**config.mk**
```make
export PLATFORM = sky130hd
export DESIGN_NAME = johnson_decoder
export DESIGN_NICKNAME = d
export VERILOG_FILES = /design/src/rtl/johnson_decoder.sv
export SDC_FILE = /design/constraint.sdc
export NUM_CORES = 1
export LEC_CHECK = 0
export ABC_AREA = 1
export CAP_MARGIN = 20
export CORE_MARGIN = 1.5
export CORE_UTILIZATION = 46
export CTS_BUF_LIST = sky130_fd_sc_hd__clkbuf_8
export CTS_CLUSTER_DIAMETER = 150
export DETAILED_ROUTE_END_ITERATION = 16
export PLACE_DENSITY = 0.81
export SETUP_SLACK_MARGIN = 0.4
export SYNTH_ARGS = -nofsm -noshare
export SYNTH_HDL_FRONTEND = slang
export SYNTH_SLANG_ARGS = --single-unit
```
**constraint.sdc**
```tcl
create_clock -name clk -period 1.3 [get_ports clk]
set_input_delay 0.26 -clock clk [delete_from_list [all_inputs] [get_ports clk]]
set_output_delay 0.26 -clock clk [all_outputs]
set_load 0.03 [all_outputs]
```
**src/rtl/johnson_decoder.sv**
```systemverilog
// Johnson-code decoder: classifies each sample against the previous code and tracks sequence lock.
// Optional saturating error counter, enabled by defining JDEC_ERRCNT_EN.
module johnson_decoder #(
  parameter int  WIDTH    = 4,
  parameter int  LOCK_CNT = 3,
  localparam int IW       = $clog2(2*WIDTH)
) (
  input  logic             clk,
  input  logic             reset,
  input  logic             in_valid,
  input  logic [WIDTH-1:0] in_code,
  input  logic             err_clr,
  output logic             out_valid,
  output logic [IW-1:0]    out_index,
  output logic             out_illegal,
  output logic             out_skip,
  output logic             locked,
  output logic [7:0]       err_count
);

  typedef enum logic [0:0] {
    HUNT   = 1'b0,
    LOCKED = 1'b1
  } state_t;

  // 2*WIDTH truncated to IW bits; modular subtraction still yields 2*WIDTH - ones
  localparam logic [IW-1:0] TWO_W  = IW'(2*WIDTH);
  localparam logic [3:0]    LOCK_C = 4'(LOCK_CNT);

  function automatic logic is_legal(input logic [WIDTH-1:0] c);
    logic [WIDTH-1:0] t;
    t = c[WIDTH-1] ? ~c : c;
    return ((t & (t + {{(WIDTH-1){1'b0}}, 1'b1})) == {WIDTH{1'b0}});
  endfunction

  function automatic logic [IW-1:0] code_index(input logic [WIDTH-1:0] c);
    logic [IW-1:0] ones;
    logic [IW-1:0] idx;
    ones = {IW{1'b0}};
    for (int i = 0; i < WIDTH; i++) begin
      ones = ones + {{(IW-1){1'b0}}, c[i]};
    end
    if (c[WIDTH-1]) begin
      idx = TWO_W - ones;
    end else begin
      idx = ones;
    end
    return idx;
  endfunction

  state_t           state_r;
  state_t           state_nxt_s;
  logic [3:0]       mcnt_r;
  logic [3:0]       mcnt_nxt_s;
  logic [WIDTH-1:0] prev_r;
  logic [WIDTH-1:0] succ_code_s;
  logic             legal_s;
  logic             hold_s;
  logic             succ_s;
  logic             skip_s;
  logic             err_s;
  logic [IW-1:0]    idx_s;

  // Classify the incoming sample against the stored previous code
  always_comb begin
    succ_code_s = {prev_r[WIDTH-2:0], ~prev_r[WIDTH-1]};
    legal_s     = is_legal(in_code);
    hold_s      = legal_s && (in_code == prev_r);
    succ_s      = legal_s && (in_code == succ_code_s);
    skip_s      = legal_s && !hold_s && !succ_s;
    err_s       = in_valid && (!legal_s || skip_s);
    if (legal_s) begin
      idx_s = code_index(in_code);
    end else begin
      idx_s = {IW{1'b0}};
    end
  end

  // Lock FSM next-state and match counter
  always_comb begin
    state_nxt_s = state_r;
    mcnt_nxt_s  = mcnt_r;
    if (in_valid) begin
      case (state_r)
        HUNT: begin
          if (!legal_s || skip_s) begin
            mcnt_nxt_s = 4'd0;
          end else if (succ_s) begin
            if ((mcnt_r + 4'd1) == LOCK_C) begin
              state_nxt_s = LOCKED;
              mcnt_nxt_s  = 4'd0;
            end else begin
              mcnt_nxt_s = mcnt_r + 4'd1;
            end
          end else begin
            mcnt_nxt_s = mcnt_r;
          end
        end
        LOCKED: begin
          if (!legal_s || skip_s) begin
            state_nxt_s = HUNT;
            mcnt_nxt_s  = 4'd0;
          end else begin
            state_nxt_s = LOCKED;
          end
        end
        default: begin
          state_nxt_s = HUNT;
          mcnt_nxt_s  = 4'd0;
        end
      endcase
    end else begin
      state_nxt_s = state_r;
      mcnt_nxt_s  = mcnt_r;
    end
  end

  // State, history and registered outputs
  always_ff @(posedge clk or negedge reset) begin
    if (!reset) begin
      state_r     <= HUNT;
      mcnt_r      <= 4'd0;
      prev_r      <= {WIDTH{1'b0}};
      out_valid   <= 1'b0;
      out_index   <= {IW{1'b0}};
      out_illegal <= 1'b0;
      out_skip    <= 1'b0;
      locked      <= 1'b0;
    end else begin
      state_r   <= state_nxt_s;
      mcnt_r    <= mcnt_nxt_s;
      locked    <= (state_nxt_s == LOCKED);
      out_valid <= in_valid;
      if (in_valid) begin
        out_index   <= idx_s;
        out_illegal <= !legal_s;
        out_skip    <= skip_s;
        if (legal_s) begin
          prev_r <= in_code;
        end
      end
    end
  end

`ifdef JDEC_ERRCNT_EN
  logic [7:0] err_count_r;

  // Saturating error counter; a clear coinciding with an error leaves one count
  always_ff @(posedge clk or negedge reset) begin
    if (!reset) begin
      err_count_r <= 8'd0;
    end else if (err_clr) begin
      err_count_r <= err_s ? 8'd1 : 8'd0;
    end else if (err_s && (err_count_r != 8'd255)) begin
      err_count_r <= err_count_r + 8'd1;
    end
  end

  assign err_count = err_count_r;
`else
  logic errcnt_unused_s;

  assign errcnt_unused_s = err_clr ^ err_s;
  assign err_count       = 8'd0;
`endif

endmodule

```
==> impl_metrics.ini <==
[status]
status = finished with violations
violations = setup timing

[routing]
via_per_inst = 4.935
routed_wl_mm = 2.355
final_antenna_net_count = 0
drt_pass1_iterations = 4
initialDrtViolationCount = 15
drc = 0
vias = 992
routedWlPerCell_um = 11.72

[timing]
maxSlewViolCount = 0
worst_hold_slack_ns = 0.3126
finalCritPeriodShare = 1.245
fmax_mhz = 617.9
timing.final.crit_period_ns = 1.618
rsz0062_at_grt = true
fin_skew_ns = 0.002052
setup_ws_ns = -0.3183
setup_violations = 6
hold_viol = 0

[cells_and_area]
diodes = 0
drive_above_1_share = 0.5000
area_growth_pct = 52.52
fillers = 148
finalNetCount = 189
final_cell_area_um2 = 1551

[critical_path]
arrival_ns = 1.76
cpLargestDelayFamily = adder cells
reg2reg_from = prev_r[3]
cpMostUsedCell = ha_4
worst_setup_path_start_kind = primary input
cp_cell_sequence = buf_8 > fa_2 > ha_4 > ha_4 > inv_2 > ha_4 > nor2_4 > xnor2_2 > o21ai_2
timing.critical_path.buf_inv = 2
path_depth = 9
worstPathRequired_ns = 1.44
end_kind = register
max_stage_delay_ns = 0.49
slowest_stage = fa_2
ff2ff_path_depth = 11
crit_start = in_code[1]
crit_type = primary input to register
crit_fanout = 2

[global_route]
grt_pass1_wl_mm = 3.263
groute.usage.overall = 0.1721
grt_max_degree = 16
antenna_found_initial = 0
gr-total-overflow = 0
grt_pass1_vias = 814

[place]
io_buffers = 13
placed_area_um2 = 1291
dpl.hpwl_mm = 1.533
gp_congestion = 0.8384
pre_cts_slack_ns = -0.9960

[synth]
yosysMostFrequentCell = nand2_1
yosysSeqAreaShare = 0.3690
yosys_register_bits = 15
synth_ff_type = dfrtp_1
netlist.area_leader.share = 0.3690
syn_inst = 137
async_flop_share = 1.000
synth_area_um2 = 1017
synth_warnings = 0
synth_area_leaders = dfrtp_1, nand2_1, ha_1
synth_top_area_cell = dfrtp_1
synth_edf_count = 0
synth_area_per_cell_um2 = 7.425
synth.distinct_cells = 21
synthTopCellsByCount = nand2_1, dfrtp_1, inv_1

[clock_network]
clk_latency_ns = 0.25
cts-root-buf = clkbuf_8
cts_tree = built
cts_sinks = 15
htree_levels = 1
clock_path_buffers = 2
cts_made_buffers = 3
clk_pin_slew_ns = 0.06

[worst_hold_path]
hold_start = in_valid
hp-class = primary input to register
min_path_cells = 2

[pwr]
p_leak_nw = 0.8327
power.total_w = 0.001603
ir_drop_mv = 0.9217
power.density_nw_per_um2 = 1033

[run]
drv_cap = 0

[die]
die-height_um = 50.03
start_util = 0.5031
die_area_um2 = 2503
die_w_um = 50.03
core_region_area_um2 = 2022
fp-row-count = 16
pin_count = 23
==> worst paths after layout <==
check / endpoint / slack (ns)
worst max-delay path: out_index[2] / -0.32
worst min-delay path: out_valid / 0.31
worst max register to register: mcnt_r[3] / -0.04
worst min register to register: out_index[1] / 0.52
max in group asynchronous: prev_r[3] / 0.79
min in group asynchronous: mcnt_r[2] / 0.33
==> kinds of logic (layout without fill, tap and decap cells) <==
kind of cell	Yosys count	count (layout)	share of synthesized area
compound gates	10	10	0.06027
xor+xnor	3	3	0.02583
fa+ha+maj	6	6	0.08118
buf+inv	26	56	0.1328
flops	15	15	0.3690
other cells	1	8	0.003686
simple gates	76	76	0.3272
==> state kept, by name, indices dropped and copies added, names as in the netlist <==
name / flops
mcnt_r: 4
out_illegal: 1
state_r: 1
out_valid: 1
out_index: 3
out_skip: 1
prev_r: 4
==> layer usage <==
layer | wire, um | vias to the layer above | GRT usage
met5 | 0 | - | 0
met4 | 61 | 0 | 0.06481
met3 | 140 | 8 | 0.02727
met2 | 1290 | 46 | 0.3136
met1 | 863 | 450 | 0.1985
li1 | - | 488 | -
==> power breakdown <==
| group | total (W) | internal (W) | switching, W | leakage [nW] |
|---|---|---|---|---|
| sequential | 0.000565 | 0.000519 | 0.0000466 | 0.193 |
| combinational | 0.000656 | 0.000294 | 0.000362 | 0.614 |
| clock | 0.000382 | 0.000212 | 0.000169 | 0.0255 |
==> repair_timing <==
action	4_1_cts	5_1_grt
setup endpoints to repair	21	21
setup buffers	3	4
hold buffers	0	0
gates resized for setup	58	56
pin swaps	7	12
==> layout make-up <==
| type | count | area (um2) | share of cell area |
|---|---|---|---|
| clock buffer | 3 | 41.29 | 0.02661 |
| inverter | 17 | 78.83 | 0.05081 |
| timing repair buffer | 35 | 341.6 | 0.2202 |
| sequential | 15 | 375.4 | 0.2419 |
| multi-input combinational | 103 | 675.6 | 0.4355 |
| clock inverter | 1 | 5.005 | 0.003226 |
| tap | 27 | 33.78 | 0.02177 |
==> per-stage QoR <==
step / utilization / setup TNS [ns] / instances
5_1_grt: 0.7673 / -1.325 / 201
6_report: 0.7673 / -0.7054 / 201
2_1_floorplan: - / -0.8565 / 144
4_1_cts: 0.6788 / -2.351 / 197
3_5_place_dp: 0.6386 / -8.260 / 190
3_3_place_gp: 0.6386 / -7.956 / 190
==> cell usage in the layout (no fill, tap or decap), drive strengths merged, types with 2 or more instances in the layout <==
cell type,count
dfrtp,15
inv,17
nand3,9
xor2,2
ha,5
clkbuf,3
conb,8
nand2,53
o21ai,10
nor2,13
buf,33
Note: power is estimated with default switching activity, not from simulation.
